`src/rtl/fetch_ctrl_pkg.sv`:
```
// fetch_ctrl_pkg
// Shared definitions for the instruction-fetch controller: the controller
// state encoding and the default values of its parameters.
package fetch_ctrl_pkg;

  localparam int XLEN        = 32;
  localparam int BOOT_CYCLES = 2;
  localparam int TIMEOUT     = 16;

  typedef enum logic [2:0] {
    ST_BOOT,
    ST_FETCH,
    ST_WAIT_MEM,
    ST_DRAIN,
    ST_REDIRECT,
    ST_HALT
  } fetch_state_t;

endpackage

```
`src/rtl/fetch_timeout_cnt.sv`:
```
// fetch_timeout_cnt
// Counts how long the current instruction-memory request has been
// outstanding and flags the cycle in which it reaches the limit.
// Ports:
//   i_clk     clock, rising edge
//   i_rst     asynchronous active-low reset
//   i_clear   a new request starts next cycle (or none is pending): count -> 0
//   i_enable  request outstanding and memory not ready this cycle
//   o_expire  this waiting cycle is the LIMIT-th one in a row
module fetch_timeout_cnt #(
  parameter int LIMIT = fetch_ctrl_pkg::TIMEOUT
) (
  input  logic i_clk,
  input  logic i_rst,
  input  logic i_clear,
  input  logic i_enable,
  output logic o_expire
);
  import fetch_ctrl_pkg::*;

  logic [7:0] r_cnt;

  always_ff @(posedge i_clk or negedge i_rst) begin
    if (!i_rst) begin
      r_cnt <= 8'd0;
    end else if (i_clear) begin
      r_cnt <= 8'd0;
    end else if (i_enable) begin
      r_cnt <= r_cnt + 8'd1;
    end
  end

  // Expiry is flagged while the count would step onto LIMIT, so the
  // controller can move to HALT on that same edge.
  assign o_expire = i_enable && (r_cnt == 8'(LIMIT - 1));

endmodule

```
`src/rtl/fetch_ctrl.sv`:
```
// fetch_ctrl
// Sequences the fetch stage: boot delay, instruction-memory handshakes,
// load-use stalls, branch redirects, halting and request timeout.
// Ports:
//   i_clk, i_rst            clock (rising edge), async active-low reset
//   o_imem_req/i_imem_ready instruction-memory handshake
//   i_branch_taken/_target  EX-stage redirect request and address
//   i_load_use, i_halt_req  hazard stall request, decode saw ecall/ebreak
//   o_pc_write, o_pc_src    fetch-stage PC load enable / branch select
//   o_pc_branch             registered redirect target
//   o_ifid_write, o_ifid_flush, o_idex_flush  pipeline register controls
//   o_halted, o_fetch_err   sticky status (cleared only by reset)
module fetch_ctrl #(
  parameter int XLEN        = fetch_ctrl_pkg::XLEN,
  parameter int BOOT_CYCLES = fetch_ctrl_pkg::BOOT_CYCLES,
  parameter int TIMEOUT     = fetch_ctrl_pkg::TIMEOUT
) (
  input  logic            i_clk,
  input  logic            i_rst,
  output logic            o_imem_req,
  input  logic            i_imem_ready,
  input  logic            i_branch_taken,
  input  logic [XLEN-1:0] i_branch_target,
  input  logic            i_load_use,
  input  logic            i_halt_req,
  output logic            o_pc_write,
  output logic            o_pc_src,
  output logic [XLEN-1:0] o_pc_branch,
  output logic            o_ifid_write,
  output logic            o_ifid_flush,
  output logic            o_idex_flush,
  output logic            o_halted,
  output logic            o_fetch_err
);
  import fetch_ctrl_pkg::*;

  fetch_state_t    r_state;
  fetch_state_t    w_next_state;
  logic [3:0]      r_boot_cnt;
  logic [XLEN-1:0] r_pc_branch;
  logic            r_halt_pend;
  logic            r_fetch_err;

  logic w_req;
  logic w_load_branch;
  logic w_set_pend;
  logic w_clr_pend;
  logic w_set_err;
  logic w_tmo_expire;

  // A request is outstanding in every state that waits on memory.
  assign w_req = (r_state == ST_FETCH) || (r_state == ST_WAIT_MEM) ||
                 (r_state == ST_DRAIN);

  fetch_timeout_cnt #(.LIMIT(TIMEOUT)) u_timeout (
    .i_clk    (i_clk),
    .i_rst    (i_rst),
    .i_clear  (!w_req || i_imem_ready),
    .i_enable (w_req && !i_imem_ready),
    .o_expire (w_tmo_expire)
  );

  always_ff @(posedge i_clk or negedge i_rst) begin
    if (!i_rst) begin
      r_state     <= ST_BOOT;
      r_boot_cnt  <= 4'(BOOT_CYCLES - 1);
      r_pc_branch <= '0;
      r_halt_pend <= 1'b0;
      r_fetch_err <= 1'b0;
    end else begin
      r_state <= w_next_state;
      if (r_state == ST_BOOT && r_boot_cnt != 4'd0) begin
        r_boot_cnt <= r_boot_cnt - 4'd1;
      end
      if (w_load_branch) begin
        r_pc_branch <= i_branch_target;
      end
      if (w_clr_pend) begin
        r_halt_pend <= 1'b0;
      end else if (w_set_pend) begin
        r_halt_pend <= 1'b1;
      end
      if (w_set_err) begin
        r_fetch_err <= 1'b1;
      end
    end
  end

  // Next state and per-cycle controls. Within FETCH/WAIT_MEM the priority
  // is timeout > branch > halt (new or pending) > load-use > normal fetch.
  // A taken branch drops a pending halt, since the halting instruction is
  // younger than the branch and is being flushed.
  always_comb begin
    w_next_state  = r_state;
    o_pc_write    = 1'b0;
    o_pc_src      = 1'b0;
    o_ifid_write  = 1'b0;
    o_ifid_flush  = 1'b0;
    o_idex_flush  = 1'b0;
    w_load_branch = 1'b0;
    w_set_pend    = 1'b0;
    w_clr_pend    = 1'b0;
    w_set_err     = 1'b0;
    case (r_state)
      ST_BOOT: begin
        if (r_boot_cnt == 4'd0) w_next_state = ST_FETCH;
      end
      ST_FETCH, ST_WAIT_MEM: begin
        if (w_tmo_expire) begin
          w_next_state = ST_HALT;
          w_set_err    = 1'b1;
        end else if (i_branch_taken) begin
          o_ifid_flush  = 1'b1;
          o_idex_flush  = 1'b1;
          w_load_branch = 1'b1;
          w_clr_pend    = 1'b1;
          w_next_state  = i_imem_ready ? ST_REDIRECT : ST_DRAIN;
        end else if (i_halt_req || r_halt_pend) begin
          w_set_pend   = !i_imem_ready;
          w_next_state = i_imem_ready ? ST_HALT : ST_WAIT_MEM;
        end else if (i_load_use) begin
          o_idex_flush = 1'b1;
        end else if (i_imem_ready) begin
          o_pc_write   = 1'b1;
          o_ifid_write = 1'b1;
          w_next_state = ST_FETCH;
        end else begin
          w_next_state = ST_WAIT_MEM;
        end
      end
      ST_DRAIN: begin
        if (w_tmo_expire) begin
          w_next_state = ST_HALT;
          w_set_err    = 1'b1;
        end else if (i_imem_ready) begin
          w_next_state = ST_REDIRECT;
        end
      end
      ST_REDIRECT: begin
        o_pc_src     = 1'b1;
        o_pc_write   = 1'b1;
        o_ifid_flush = 1'b1;
        w_next_state = ST_FETCH;
      end
      ST_HALT: begin
        w_next_state = ST_HALT;
      end
      default: begin
        w_next_state = ST_BOOT;
      end
    endcase
  end

  assign o_imem_req  = w_req;
  assign o_pc_branch = r_pc_branch;
  assign o_halted    = (r_state == ST_HALT);
  assign o_fetch_err = r_fetch_err;

endmodule

```
`config.mk`:
```
export PLATFORM = sky130hd
export DESIGN_NAME = fetch_ctrl
export DESIGN_NICKNAME = d
export VERILOG_FILES = /design/src/rtl/fetch_ctrl_pkg.sv /design/src/rtl/fetch_timeout_cnt.sv /design/src/rtl/fetch_ctrl.sv
export SDC_FILE = /design/constraint.sdc
export NUM_CORES = 1
export LEC_CHECK = 0
export ABC_AREA = 1
export CORE_UTILIZATION = 45
export CTS_CLUSTER_DIAMETER = 50
export CTS_CLUSTER_SIZE = 16
export DETAILED_ROUTE_END_ITERATION = 8
export GPL_TIMING_DRIVEN = 0
export PLACE_DENSITY = 0.8
export SETUP_SLACK_MARGIN = 0.15
export SYNTH_ARGS = -nofsm -noshare
export SYNTH_HDL_FRONTEND = slang
export SYNTH_SLANG_ARGS = --single-unit
```
`constraint.sdc`:
```
create_clock -name i_clk -period 1.77 [get_ports i_clk]
set_input_delay 0.354 -clock i_clk [delete_from_list [all_inputs] [get_ports i_clk]]
set_output_delay 0.354 -clock i_clk [all_outputs]
set_load 0.01 [all_outputs]
```
==> results of run 1 <==
[Yosys cell counts]
master and instances:
xor2_1 1, dfrtp_1 48, nand4_1 1, nand3_1 13, o22ai_1 1, inv_2 2
dfstp_2 1, nand2_1 122, nand3_4 1, nor2_2 1, nand2_4 1, nand3b_1 1
a21oi_1 7, buf_6 3, ha_1 4, nor3b_1 1, o211ai_1 1, buf_4 3
inv_1 18, o21ai_0 9, nor2_1 21, nor3_4 1, xnor2_1 1
[routing by layer]
layer / part of all wire [%] / vias to the layer above / global-route usage [%]
li1: - / 1016 / -
met1: 42 / 953 / 27.9
met2: 49 / 69 / 36.2
met3: 7.9 / 6 / 8.02
met4: 1.1 / 0 / 8.06
met5: 0 / - / 0
[cell type report]
| cell class | instances | area [µm²] |
|---|---|---|
| Tap cell | 54 | 67.6 |
| Multi-Input combinational cell | 187 | 895 |
| Buffer | 6 | 60.1 |
| Inverter | 20 | 80.1 |
| Sequential cell | 49 | 1230 |
| Fill cell | 357 | 1340 |
| Clock buffer | 8 | 90.1 |
| Timing Repair Buffer | 98 | 932 |
[sequential cells by signal, indices dropped and copies added (netlist names)]
register	flops
o_pc_branch	32
r_state	3
u_timeout.r_cnt	8
r_halt_pend	1
r_boot_cnt	4
o_fetch_err	1
[final timing paths]
| check | end | slack [ps] | cells past startpoint |
|---|---|---|---|
| max in group asynchronous | r_boot_cnt[0]$_DFFE_PN1P_ | 1160 | 2 |
| worst max register to register | o_pc_branch[20]$_DFFE_PN0P_ | 230 | 9 |
| min in group i_clk | o_fetch_err$_DFFE_PN0P_ | 480 | 2 |
| worst min register to register | o_fetch_err$_DFFE_PN0P_ | 480 | 2 |
| worst max-delay path | o_ifid_flush | -120 | 7 |
| worst min-delay path | o_pc_branch[29]$_DFFE_PN0P_ | 7 | 1 |
[power breakdown]
| part | total (mW) | internal, mW | leakage, nW | switching, mW |
|---|---|---|---|---|
| logic | 2.65 | 1.39 | 1.09 | 1.27 |
| registers | 1.82 | 1.53 | 0.617 | 0.288 |
| clock network | 0.681 | 0.320 | 0.0455 | 0.362 |
| total | 5.15 | 3.24 | 1.76 | 1.91 |
[cell families (layout without fill, tap and decap cells)]
group | after synthesis | count (layout) | share of synthesized area (%)
buffers and inverters | 26 | 132 | 5.99
adders and majority gates | 4 | 4 | 2.28
xor gates and xnor gates | 2 | 2 | 0.798
DFF | 49 | 49 | 55.9
AOI/OAI and AO/OA | 18 | 18 | 4.28
and+or+nand+nor | 163 | 163 | 30.7
[stage by stage]
| stage | utilization (%) | worst slack (ps) | power (mW) | cell area (µm²) |
|---|---|---|---|---|
| after floorplan | - | 165 | 2.95 | 2200 |
| after detailed placement | 65.1 | -893 | 4.13 | 3050 |
| after CTS | 70.4 | -135 | 5.07 | 3300 |
| after global routing | 71.5 | -176 | 5.51 | 3360 |
| after global placement | 64.8 | -1040 | 4.07 | 3040 |
| final | 71.5 | -122 | 5.15 | 3360 |
[critical path, stage by stage (launching register included)]
cell and delay [ps]:
dfrtp_2 470, nand3b_1 190, nand2_2 90, buf_6 100, nand3_4 80, buf_6 130, o21ai_2 40, buf_2 140
[timing repair]
action / CTS / global route
resized for setup: 48 / 11
setup endpoints to repair: 41 / 42
setup buffers: 17 / 3
hold endpoints to repair: 0 / 0
pin swaps: 8 / 3
==> metrics, run 1 <==
outcome=complete, but fails checks; violated checks=setup timing; final setup vio count=3; Slew @ Worst Pin=499 ps; Slew HR=66.7%; CP Launch Point=r_state[0]$_DFFE_PN0P_; CTS Buf Count=5; Top Ports=78; maxcap violations=0; critical path data arrival time=1540 ps; fraction of layout cells with a size suffix above 1=16.6%; Avg Vias per Cell=4.84; CTS tree=yes; clock sinks=49; Critical R2R Launch=r_state[0]$_DFFE_PN0P_; Synth area leaders=dfrtp_1 (55%), nand2_1 (21%), nor2_1 (3.6%), inv_1 (3.1%), nand3_1 (3.0%); initial drt markers=130; antenna fix cells=0; RSZ-0062 raised after global routing=yes; Rows=25; synthesized cell area=2190 µm²; Seq/Total Area, Yosys=55.9%; vias in the first global route=2,011; Peak VDD IR=0.000835 V; minimum clock period after layout=1890 ps; Avg WL per Cell=13.1 µm; worst hold path type=in -> async; share of the synthesized area in the top cell type=54.7%; nets@finish=409; routed wire length=5.55 mm; global route total overflow=0; Post-Route Hold Slack=7.14 ps; Fin Setup TNS=-237 ps; H-tree lvl count=2; Worst Setup End Kind=output pin; post-synth cell types=23; hold buffers post-CTS=0; Final Hold Fails=0; via count=2,044; Residual DRC=0; starting density of the core=46.8%; Post-Layout Cell Count=422; pwr dens=1540 nW/µm²; Clock Skew=12.4 ps; most common cell after layout, fill and taps aside=nand2_1; clock-pin slew on the worst setup and hold paths=90 ps; post-detail-place hpwl=3.59 mm; dpl cells=394; Max Slew Vio Count=0; final period utilization=107%; initial antenna violation count=0; Die Height=71.8 µm; All-Layer GR Usage=22.4%; Die W=71.8 µm; drt pass-1 iters=4; WP data required=1420 ps; die area=5160 µm²; CTS root buf=clkbuf_8; largest net degree at the start of global routing=30; Max Freq=529 MHz; antenna-violating nets left=0; I/O Buffers=77; Final Wtd Congestion=0.813; Warnings, synthesis=0; Worst Slack Setup Final=-122 ps; leading area contributor after synthesis=dfrtp_1; global-route wire length before repair=8.92 mm; Skew-Pair Late Insertion Delay=300 ps; mean post-synth cell area=8.38 µm²; syn nets=304; Core Area=4690 µm²; synthesized flop and latch total=49; Crit Path Max Fanout=6; Max clock buf depth=2; Post-Syn Instances=262; most frequent cells in the layout=nand2_1 (121), clkdlybuf4s50_1 (61), dfrtp_1 (45); Startpoint Class=register; Leak=1.76 nW; Layout area overhead=52.9%; WS Path Type=reg -> out
Note: power is estimated with default switching activity, not from simulation.
==> inputs of run 2 (changes only) <==
--- a/config.mk
+++ b/config.mk
@@ -10,6 +10,7 @@
 export CTS_CLUSTER_DIAMETER = 50
 export CTS_CLUSTER_SIZE = 16
 export DETAILED_ROUTE_END_ITERATION = 8
+export GPL_ROUTABILITY_DRIVEN = 0
 export GPL_TIMING_DRIVEN = 0
 export PLACE_DENSITY = 0.8
 export SETUP_SLACK_MARGIN = 0.15
==> results of run 2 <==
Final layout, timing and power as in run 1 (identical DEF).
